File: src/rtl/bram_reader_pkg.sv
// Shared types and constants for the BRAM burst reader.
package bram_reader_pkg;

  typedef enum logic [1:0] {
    IDLE,
    ISSUE,
    DRAIN
  } state_t;

  localparam int unsigned FIFO_DEPTH = 2;

endpackage

File: src/rtl/bram_burst_reader_if.sv
// Command, BRAM read port and output stream of the burst reader.
interface bram_burst_reader_if #(
  parameter int unsigned WIDTH      = 64,
  parameter int unsigned ADDR_WIDTH = 10
);
  logic                  cmd_valid;
  logic                  cmd_ready;
  logic [ADDR_WIDTH-1:0] cmd_addr;
  logic [ADDR_WIDTH:0]   cmd_len;
  logic                  mem_r_valid;
  logic [ADDR_WIDTH-1:0] mem_r_addr;
  logic [WIDTH-1:0]      mem_r_data;
  logic                  out_valid;
  logic                  out_ready;
  logic [WIDTH-1:0]      out_data;
  logic                  out_last;

  modport master (
    input  cmd_valid, cmd_addr, cmd_len, mem_r_data, out_ready,
    output cmd_ready, mem_r_valid, mem_r_addr, out_valid, out_data, out_last
  );

  modport slave (
    output cmd_valid, cmd_addr, cmd_len, mem_r_data, out_ready,
    input  cmd_ready, mem_r_valid, mem_r_addr, out_valid, out_data, out_last
  );
endinterface

File: src/rtl/skid_fifo2.sv
// Two-entry FIFO absorbing BRAM read latency against output backpressure.
module skid_fifo2
  import bram_reader_pkg::*;
#(
  parameter int unsigned DW = 65
) (
  input  logic          clk,
  input  logic          rst,
  input  logic          push,
  input  logic          pop,
  input  logic [DW-1:0] wdata,
  output logic [DW-1:0] rdata,
  output logic [1:0]    count
);

  logic [DW-1:0] mem [FIFO_DEPTH];
  logic          rd_ptr;
  logic          wr_ptr;

  always_ff @(posedge clk or posedge rst) begin
    if (rst) begin
      for (int unsigned i = 0; i < FIFO_DEPTH; i++) mem[i] <= '0;
      rd_ptr <= 1'b0;
      wr_ptr <= 1'b0;
      count  <= '0;
    end else begin
      if (push) begin
        mem[wr_ptr] <= wdata;
        wr_ptr      <= ~wr_ptr;
      end
      if (pop) rd_ptr <= ~rd_ptr;
      count <= count + {1'b0, push} - {1'b0, pop};
    end
  end

  assign rdata = mem[rd_ptr];

  // Upstream credit accounting must never push into a full FIFO.
  assert property (@(posedge clk) disable iff (rst) !(push && count == 2'(FIFO_DEPTH)));

endmodule

File: src/rtl/bram_burst_reader.sv
// Burst read client: issues BRAM reads under FIFO credit and streams words out.
module bram_burst_reader
  import bram_reader_pkg::*;
#(
  parameter int unsigned WIDTH      = 64,
  parameter int unsigned ADDR_WIDTH = 10
) (
  input  logic                clk,
  input  logic                rst,
  bram_burst_reader_if.master bus,
  output logic                busy,
  output logic                done
);

  state_t                state, state_nx;
  logic [ADDR_WIDTH-1:0] addr_q;
  logic [ADDR_WIDTH:0]   len_q;
  logic [ADDR_WIDTH:0]   issue_cnt;
  logic                  inflight;
  logic                  inflight_last;
  logic                  zero_done;
  logic [1:0]            fifo_count;
  logic [WIDTH:0]        fifo_head;
  logic                  accept;
  logic                  pop;
  logic                  credit;
  logic                  issue_last;

  assign accept     = (state == IDLE) && bus.cmd_valid;
  assign pop        = bus.out_valid && bus.out_ready;
  assign credit     = ({1'b0, fifo_count} + {2'b0, inflight} - {2'b0, pop}) < 3'(FIFO_DEPTH);
  assign issue_last = (issue_cnt == len_q - 1'b1);

  always_ff @(posedge clk or posedge rst) begin
    if (rst) state <= IDLE;
    else     state <= state_nx;
  end

  always_comb begin
    state_nx        = state;
    bus.cmd_ready   = 1'b0;
    bus.mem_r_valid = 1'b0;
    done            = zero_done;
    case (state)
      IDLE: begin
        bus.cmd_ready = 1'b1;
        if (bus.cmd_valid && bus.cmd_len != '0) state_nx = ISSUE;
      end
      ISSUE: begin
        bus.mem_r_valid = credit;
        if (credit && issue_last) state_nx = DRAIN;
      end
      DRAIN: begin
        if (pop && fifo_head[WIDTH]) begin
          state_nx = IDLE;
          done     = 1'b1;
        end
      end
      default: state_nx = IDLE;
    endcase
  end

  // The last flag is tagged at issue time and travels with the word,
  // which is equivalent to comparing a delivery count against len-1.
  always_ff @(posedge clk or posedge rst) begin
    if (rst) begin
      addr_q        <= '0;
      len_q         <= '0;
      issue_cnt     <= '0;
      inflight      <= 1'b0;
      inflight_last <= 1'b0;
      zero_done     <= 1'b0;
    end else begin
      inflight  <= bus.mem_r_valid;
      zero_done <= accept && (bus.cmd_len == '0);
      if (bus.mem_r_valid) inflight_last <= issue_last;
      if (accept) begin
        addr_q    <= bus.cmd_addr;
        len_q     <= bus.cmd_len;
        issue_cnt <= '0;
      end else if (bus.mem_r_valid) begin
        addr_q    <= addr_q + 1'b1;
        issue_cnt <= issue_cnt + 1'b1;
      end
    end
  end

  skid_fifo2 #(.DW(WIDTH + 1)) u_fifo (
    .clk   (clk),
    .rst   (rst),
    .push  (inflight),
    .pop   (pop),
    .wdata ({inflight_last, bus.mem_r_data}),
    .rdata (fifo_head),
    .count (fifo_count)
  );

  assign bus.mem_r_addr = addr_q;
  assign bus.out_valid  = (fifo_count != '0);
  assign bus.out_data   = fifo_head[WIDTH-1:0];
  assign bus.out_last   = bus.out_valid && fifo_head[WIDTH];
  assign busy           = (state != IDLE);

endmodule

File: src/flat_wrapper.sv
// flat-port wrapper written by rule: the top's interface ports become plain ports
module bram_burst_reader_flat import bram_reader_pkg::*;
#(
  parameter int unsigned WIDTH      = 64,
  parameter int unsigned ADDR_WIDTH = 10
)
  (clk, rst, busy, done, bus_cmd_valid, bus_cmd_addr, bus_cmd_len, bus_mem_r_data, bus_out_ready, bus_cmd_ready, bus_mem_r_valid, bus_mem_r_addr, bus_out_valid, bus_out_data, bus_out_last);
  bram_burst_reader_if #(.WIDTH(WIDTH), .ADDR_WIDTH(ADDR_WIDTH)) bus_i ();
  input  logic clk;
  input  logic rst;
  output logic busy;
  output logic done;
  input wire logic [$bits(bus_i.cmd_valid)-1:0] bus_cmd_valid;
  input wire logic [$bits(bus_i.cmd_addr)-1:0] bus_cmd_addr;
  input wire logic [$bits(bus_i.cmd_len)-1:0] bus_cmd_len;
  input wire logic [$bits(bus_i.mem_r_data)-1:0] bus_mem_r_data;
  input wire logic [$bits(bus_i.out_ready)-1:0] bus_out_ready;
  output wire logic [$bits(bus_i.cmd_ready)-1:0] bus_cmd_ready;
  output wire logic [$bits(bus_i.mem_r_valid)-1:0] bus_mem_r_valid;
  output wire logic [$bits(bus_i.mem_r_addr)-1:0] bus_mem_r_addr;
  output wire logic [$bits(bus_i.out_valid)-1:0] bus_out_valid;
  output wire logic [$bits(bus_i.out_data)-1:0] bus_out_data;
  output wire logic [$bits(bus_i.out_last)-1:0] bus_out_last;
  assign bus_i.cmd_valid = bus_cmd_valid;
  assign bus_i.cmd_addr = bus_cmd_addr;
  assign bus_i.cmd_len = bus_cmd_len;
  assign bus_i.mem_r_data = bus_mem_r_data;
  assign bus_i.out_ready = bus_out_ready;
  assign bus_cmd_ready = bus_i.cmd_ready;
  assign bus_mem_r_valid = bus_i.mem_r_valid;
  assign bus_mem_r_addr = bus_i.mem_r_addr;
  assign bus_out_valid = bus_i.out_valid;
  assign bus_out_data = bus_i.out_data;
  assign bus_out_last = bus_i.out_last;
  bram_burst_reader #(.WIDTH(WIDTH), .ADDR_WIDTH(ADDR_WIDTH)) u_core (.clk(clk), .rst(rst), .bus(bus_i), .busy(busy), .done(done));
endmodule
File: config.mk
export PLATFORM = sky130hd
export DESIGN_NAME = bram_burst_reader_flat
export DESIGN_NICKNAME = d
export VERILOG_FILES = /design/src/rtl/bram_reader_pkg.sv /design/src/rtl/bram_burst_reader_if.sv /design/src/rtl/skid_fifo2.sv /design/src/rtl/bram_burst_reader.sv /design/src/flat_wrapper.sv
export SDC_FILE = /design/constraint.sdc
export NUM_CORES = 1
export LEC_CHECK = 0
export CAP_MARGIN = 20
export CORE_UTILIZATION = 70
export CTS_BUF_LIST = sky130_fd_sc_hd__clkbuf_4 sky130_fd_sc_hd__clkbuf_8
export CTS_CLUSTER_DIAMETER = 60
export DETAILED_ROUTE_END_ITERATION = 8
export DONT_BUFFER_PORTS = 1
export GPL_TIMING_DRIVEN = 0
export PLACE_DENSITY = 0.87
export SETUP_SLACK_MARGIN = 0.3
export SLEW_MARGIN = 20
export SYNTH_ARGS = -nofsm -noshare
export SYNTH_HDL_FRONTEND = slang
export SYNTH_SLANG_ARGS = --single-unit
File: constraint.sdc
create_clock -name clk -period 16.8 [get_ports clk]
set_input_delay 3.36 -clock clk [delete_from_list [all_inputs] [get_ports clk]]
set_output_delay 3.36 -clock clk [all_outputs]
set_load 0.05 [all_outputs]
## Yosys cells after proc, flatten, opt, wreduce, memory -nomap -nowiden

Index checks and enable logic that the tools add are counted.

| storage, ports and cells | value |
|---|---|
| bits in writable memories | 0 |
| bits of input ports | 89 |
| bits in latches | 0 |
| memories | 0 |
| logic and storage cells | 66 |
| bits in read-only memories | 0 |
| register bits | 171 |

| cells by class | value |
|---|---|
| equality and inequality tests | 6 |
| add/subtract/negate cells | 7 |
| reductions and logical operators | 15 |
| divide/modulo/power cells | 0 |
| muxes and demuxes | 18 |
| order comparisons | 4 |
| bitwise operators | 4 |
| shift operators | 0 |
| $mul | 0 |

Operators with widths:

| cell | number |
|---|---|
| 65-bit two-way mux | 4 |
| 130-bit bitwise mux | 1 |
| 65-bit demux with 1-bit select | 1 |
| 11-bit two-way mux | 2 |
| 10-bit two-way mux | 2 |
| 11-bit by 1-bit adder with 11-bit output (second input constant) | 1 |
| 11-bit == test | 1 |
| 11-bit zero test | 1 |
| 11-bit nonzero test | 1 |
| 11-bit by 1-bit subtractor with 11-bit output (second input constant) | 1 |
| 10-bit by 1-bit adder with 10-bit output (second input constant) | 1 |
| 1-bit logical AND | 8 |
| 2-bit two-way mux | 3 |
| 2-bit one-hot mux with 3 select lines | 1 |
| 2-bit nonzero test | 3 |
| 2-bit greater-or-equal comparator (second input constant) | 2 |
| 1-bit two-way mux | 4 |
| 2-bit by 1-bit inequality test with 1-bit output (second input constant) | 2 |
| 1-bit inverter with 2-bit output | 2 |
| 2-bit by 1-bit adder with 3-bit output | 1 |
| 3-bit by 2-bit < comparator with 1-bit output (second input constant) | 1 |
| 3-bit AND reduction | 1 |
| 3-bit by 1-bit subtractor with 3-bit output | 1 |
| 2-bit by 1-bit adder with 2-bit output | 1 |
| 7 further kinds | 8 |

## Longest topological paths before layout

| depth | value |
|---|---|
| word-level depth | 7 |
| gate-level depth with buffers | 15 |

## Hierarchy

Synthesis repeated with hierarchy kept, for this count alone.

| second synthesis, totals | value |
|---|---|
| cells, all modules | 603 |
| area total of the unflattened synthesis | 7978.9 µm² |

By module, submodules not included:

| module | area each (µm²) | sequential area each (µm²) | cells each | times used |
|---|---|---|---|---|
| skid_fifo2 | 5800.6 | 3353.2 | 361 | 1 |
| bram_burst_reader | 2178.3 | 925.9 | 242 | 1 |

## Least setup slack after synthesis

Ideal clock, no wire load.

| timing path | value |
|---|---|
| path kind | input -> output |
| start point | input bus_out_ready |
| end point | output bus_mem_r_valid |
| stages | 9 |
| setup slack | 8305 ps |
| arrival | 5135 ps |
| required time | 13440 ps |
| cells stage by stage | nand2_1 > inv_1 > ha_1 > inv_1 > ha_1 > fa_1 > xnor2_1 > nor3_2 > buf_2 |

| on the way | value |
|---|---|
| cells in the longest elaborated chain, start to end | 4 |

Ends and longest elaborated chain:

| what | RTL line | RTL |
|---|---|---|
| from (decl) | flat_wrapper.sv:17 | `input wire logic [$bits(bus_i.out_ready)-1:0] bus_out_ready;` |
| 1-bit logical AND | bram_burst_reader.sv:30 | `assign pop = bus.out_valid && bus.out_ready;` |
| named net u_core.pop | bram_burst_reader.sv:25 | `logic pop;` |
| 3-bit by 1-bit subtractor with 3-bit output | bram_burst_reader.sv:31 | `assign credit = ({1'b0, fifo_count} + {2'b0, inflight} - {2'b0, pop}) < 3'(FIFO_DEPTH);` |
| 3-bit by 2-bit < comparator with 1-bit output | bram_burst_reader.sv:31 |  |
| 1-bit two-way mux | bram_burst_reader.sv:44 | `case (state)` |
| to (decl) | flat_wrapper.sv:19 | `output wire logic [$bits(bus_i.mem_r_valid)-1:0] bus_mem_r_valid;` |

The timed path passes the listed nets, and every way through them passes these cells.

## Final worst setup path

Same ends and word-level chain as after synthesis.

==> results.txt <==
Port Buffers = 0
CP max stage delay = 0.49 ns
Placed instance count = 742
Critical-path maximum fanout = 11
# Post-CTS Setup Buffers = 0
Post-Layout Cell Count = 774
Post-cts sizing count = 0
Grt ovf = 0
Fraction of registers with async set or reset after synthesis = 1.00
Synth Flop Type = dfrtp_1
Die ar. = 11600 µm²
Crit end category = output pin
Root Buffer = clkbuf_8
# setup viols final = 0
Yosys warnings = 0
Cells after Synth = 601
Clock transition at path regs = 0.07 ns
Hold Path Class = reg2reg
TritonCTS clock tree = done
Mapped Nets = 696
Largest area contributor in the netlist = dfrtp_1
Synth Cell Area = 7810 µm²
Critical path class = in2out
Status = complete, no violations
Fillers = 670
Synth top area share = 0.548
Cts hold-fix bufs = 0
Crit-path cells = nand2_1 -> inv_1 -> ha_1 -> inv_1 -> ha_1 -> fa_1 -> xnor2_1 -> nor3_2 -> buf_2
Global-route wire length before repair = 24.6 mm
Syn avg cell area = 13.0 µm²
Library cells used by synthesis = 48
Slowest-stage cell, CP = buf_2
H-Tree Depth = 4
Vias per std cell = 6.13
Iter 0 DRT Violations = 247
Layout cells sized above 1 = 0.339
Initial core utilization = 0.721
Synth area leaders = dfrtp_1, mux2_2, mux2_1
Tcrit/Tclk final = 0.524
Post-DP HPWL = 11.2 mm
Worst Tran Pin Value = 1.09 ns
Core footprint = 10800 µm²
Antenna-violating nets left = 0
DIE WIDTH = 108 µm
DRC viols = 0
Crit path required time = 13.44 ns
Crit path time final = 8.81 ns
Nets@finish = 716
Final Hold Slack = 0.494 ns
CP arrival = 5.45 ns
Number of diodes = 0
Syn-to-layout area delta = 7.83%
Most common cell in the netlist = mux2_2
I/O pins = 169
DR WL/cell = 20.3 µm
Number of flops mapped to enable cells by yosys = 0
Startpoint types = input pin
Inserted Clock Buffers = 17
Final max-slew violation count = 0
Post-synth top cells = mux2_2, dfrtp_1, nand2_1, clkbuf_1, nor2_1
CTS Sinks = 171
RSZ-0062 raised after global routing = no
Pin count of the biggest net entering global routing = 92
Num rows = 38
Relative max-transition margin = 0.270
Final wirelength = 15.7 mm
Setup TNS = 0 ns
Worst skew pair latency = 0.45 ns
Placer Congestion = 0.841
CTS Buffer Depth = 2
Max capacitance violation total = 0
Via count = 4747
All-layer global routing usage = 0.283
Register area share after synthesis = 0.548
Seq cells post-synth = 171
Final hold violation count = 0
Router iterations before antenna repair = 4
Fmax = 114 MHz
Clock Skew = 0.00922 ns
Vias in the first global route = 4978
Initial antenna violation count = 0
Die Ht = 108 µm
## metrics by stage
step	area (µm²)	util	worst slack [ns]
final	8420	0.777	7.99
after CTS	8420	0.777	7.99
after global placement	7990	0.737	7.47
after global routing	8420	0.777	7.88
after detailed placement	8020	0.740	8.00
after floorplan	7810	-	8.31
## kinds of logic (layout without fill, tap and decap cells)
kind of cell    Yosys count  count (layout)  share of synthesized area
mux                     195             195                      0.281
flops                   171             171                      0.548
simple gates            109             109                     0.0671
buf+inv                  48              81                     0.0232
compound gates           38              38                     0.0316
xor+xnor                 34              34                     0.0391
fa+ha+maj                 6               6                     0.0106
## final timing paths
| path | slack [ns] | endpoint | cells after the start | from |
|---|---|---|---|---|
| setup / recovery | 7.99 | bus_mem_r_valid | 9 | bus_out_ready |
| hold / removal | 0.49 | u_core.u_fifo.mem[123]$_DFFE_PP0P_ | 1 | u_core.u_fifo.mem[123]$_DFFE_PP0P_ |
| setup reg to reg | 13.05 | u_core.state[0]$_DFFE_PP0P_ | 13 | u_core.u_fifo.count[1]$_DFF_PP0_ |
| hold reg to reg | 0.49 | u_core.u_fifo.mem[123]$_DFFE_PP0P_ | 1 | u_core.u_fifo.mem[123]$_DFFE_PP0P_ |
| max in group asynchronous | 13.14 | u_core.len_q[9]$_DFFE_PP0P_ | 2 | rst |
| min in group asynchronous | 2.83 | u_core.u_fifo.mem[34]$_DFFE_PP0P_ | 1 | rst |
## sequential cells by signal (all words and copies together), names as in the netlist
register,cells
u_core.zero_done,1
u_core.u_fifo.count,2
u_core.inflight_last,1
u_core.state,2
u_core.len_q,11
u_core.u_fifo.rd_ptr,1
u_core.inflight,1
u_core.bus.mem_r_addr,10
u_core.u_fifo.mem,130
u_core.issue_cnt,11
u_core.u_fifo.wr_ptr,1
## placed cells by master, fill, tap and decap left out, drive strengths merged, types with 4 or more instances in the layout
cell type	instances
nor3	6
inv	15
mux2	192
o21ai	19
dfrtp	171
nor2	21
ha	5
nand2	50
nor4	4
clkinv	6
xnor2	18
nand3	5
clkbuf	53
xor2	16
buf	5
nand4	9
## area by class of cell
class / instances / area, µm² / share of cell area
Sequential cell: 171 / 4280 / 0.508
Multi-Input combinational cell: 382 / 3350 / 0.398
Clock buffer: 24 / 312 / 0.0370
Tap cell: 140 / 175 / 0.0208
Buffer: 33 / 125 / 0.0149
Clock inverter: 8 / 90.1 / 0.0107
Inverter: 15 / 63.8 / 0.00758
Timing Repair Buffer: 1 / 27.5 / 0.00327
## critical path, delay by kind of cell
kind	cells	cell delay (ns)
xor gates and xnor gates	1	0.18
and+or+nand+nor	2	0.48
adders and majority gates	3	0.83
buffers and inverters	3	0.60
## routing by layer
layer / vias up / part of all wire / GRT usage
li1: 2142 / - / -
met5: - / 0 / 0
met3: 35 / 0.070 / 0.0854
met1: 2405 / 0.40 / 0.342
met2: 165 / 0.51 / 0.471
met4: 0 / 0.026 / 0.121
Power is left out: the tool's default activity adds up to more than one toggle a clock period on the data nets, which glitch-free logic cannot reach.
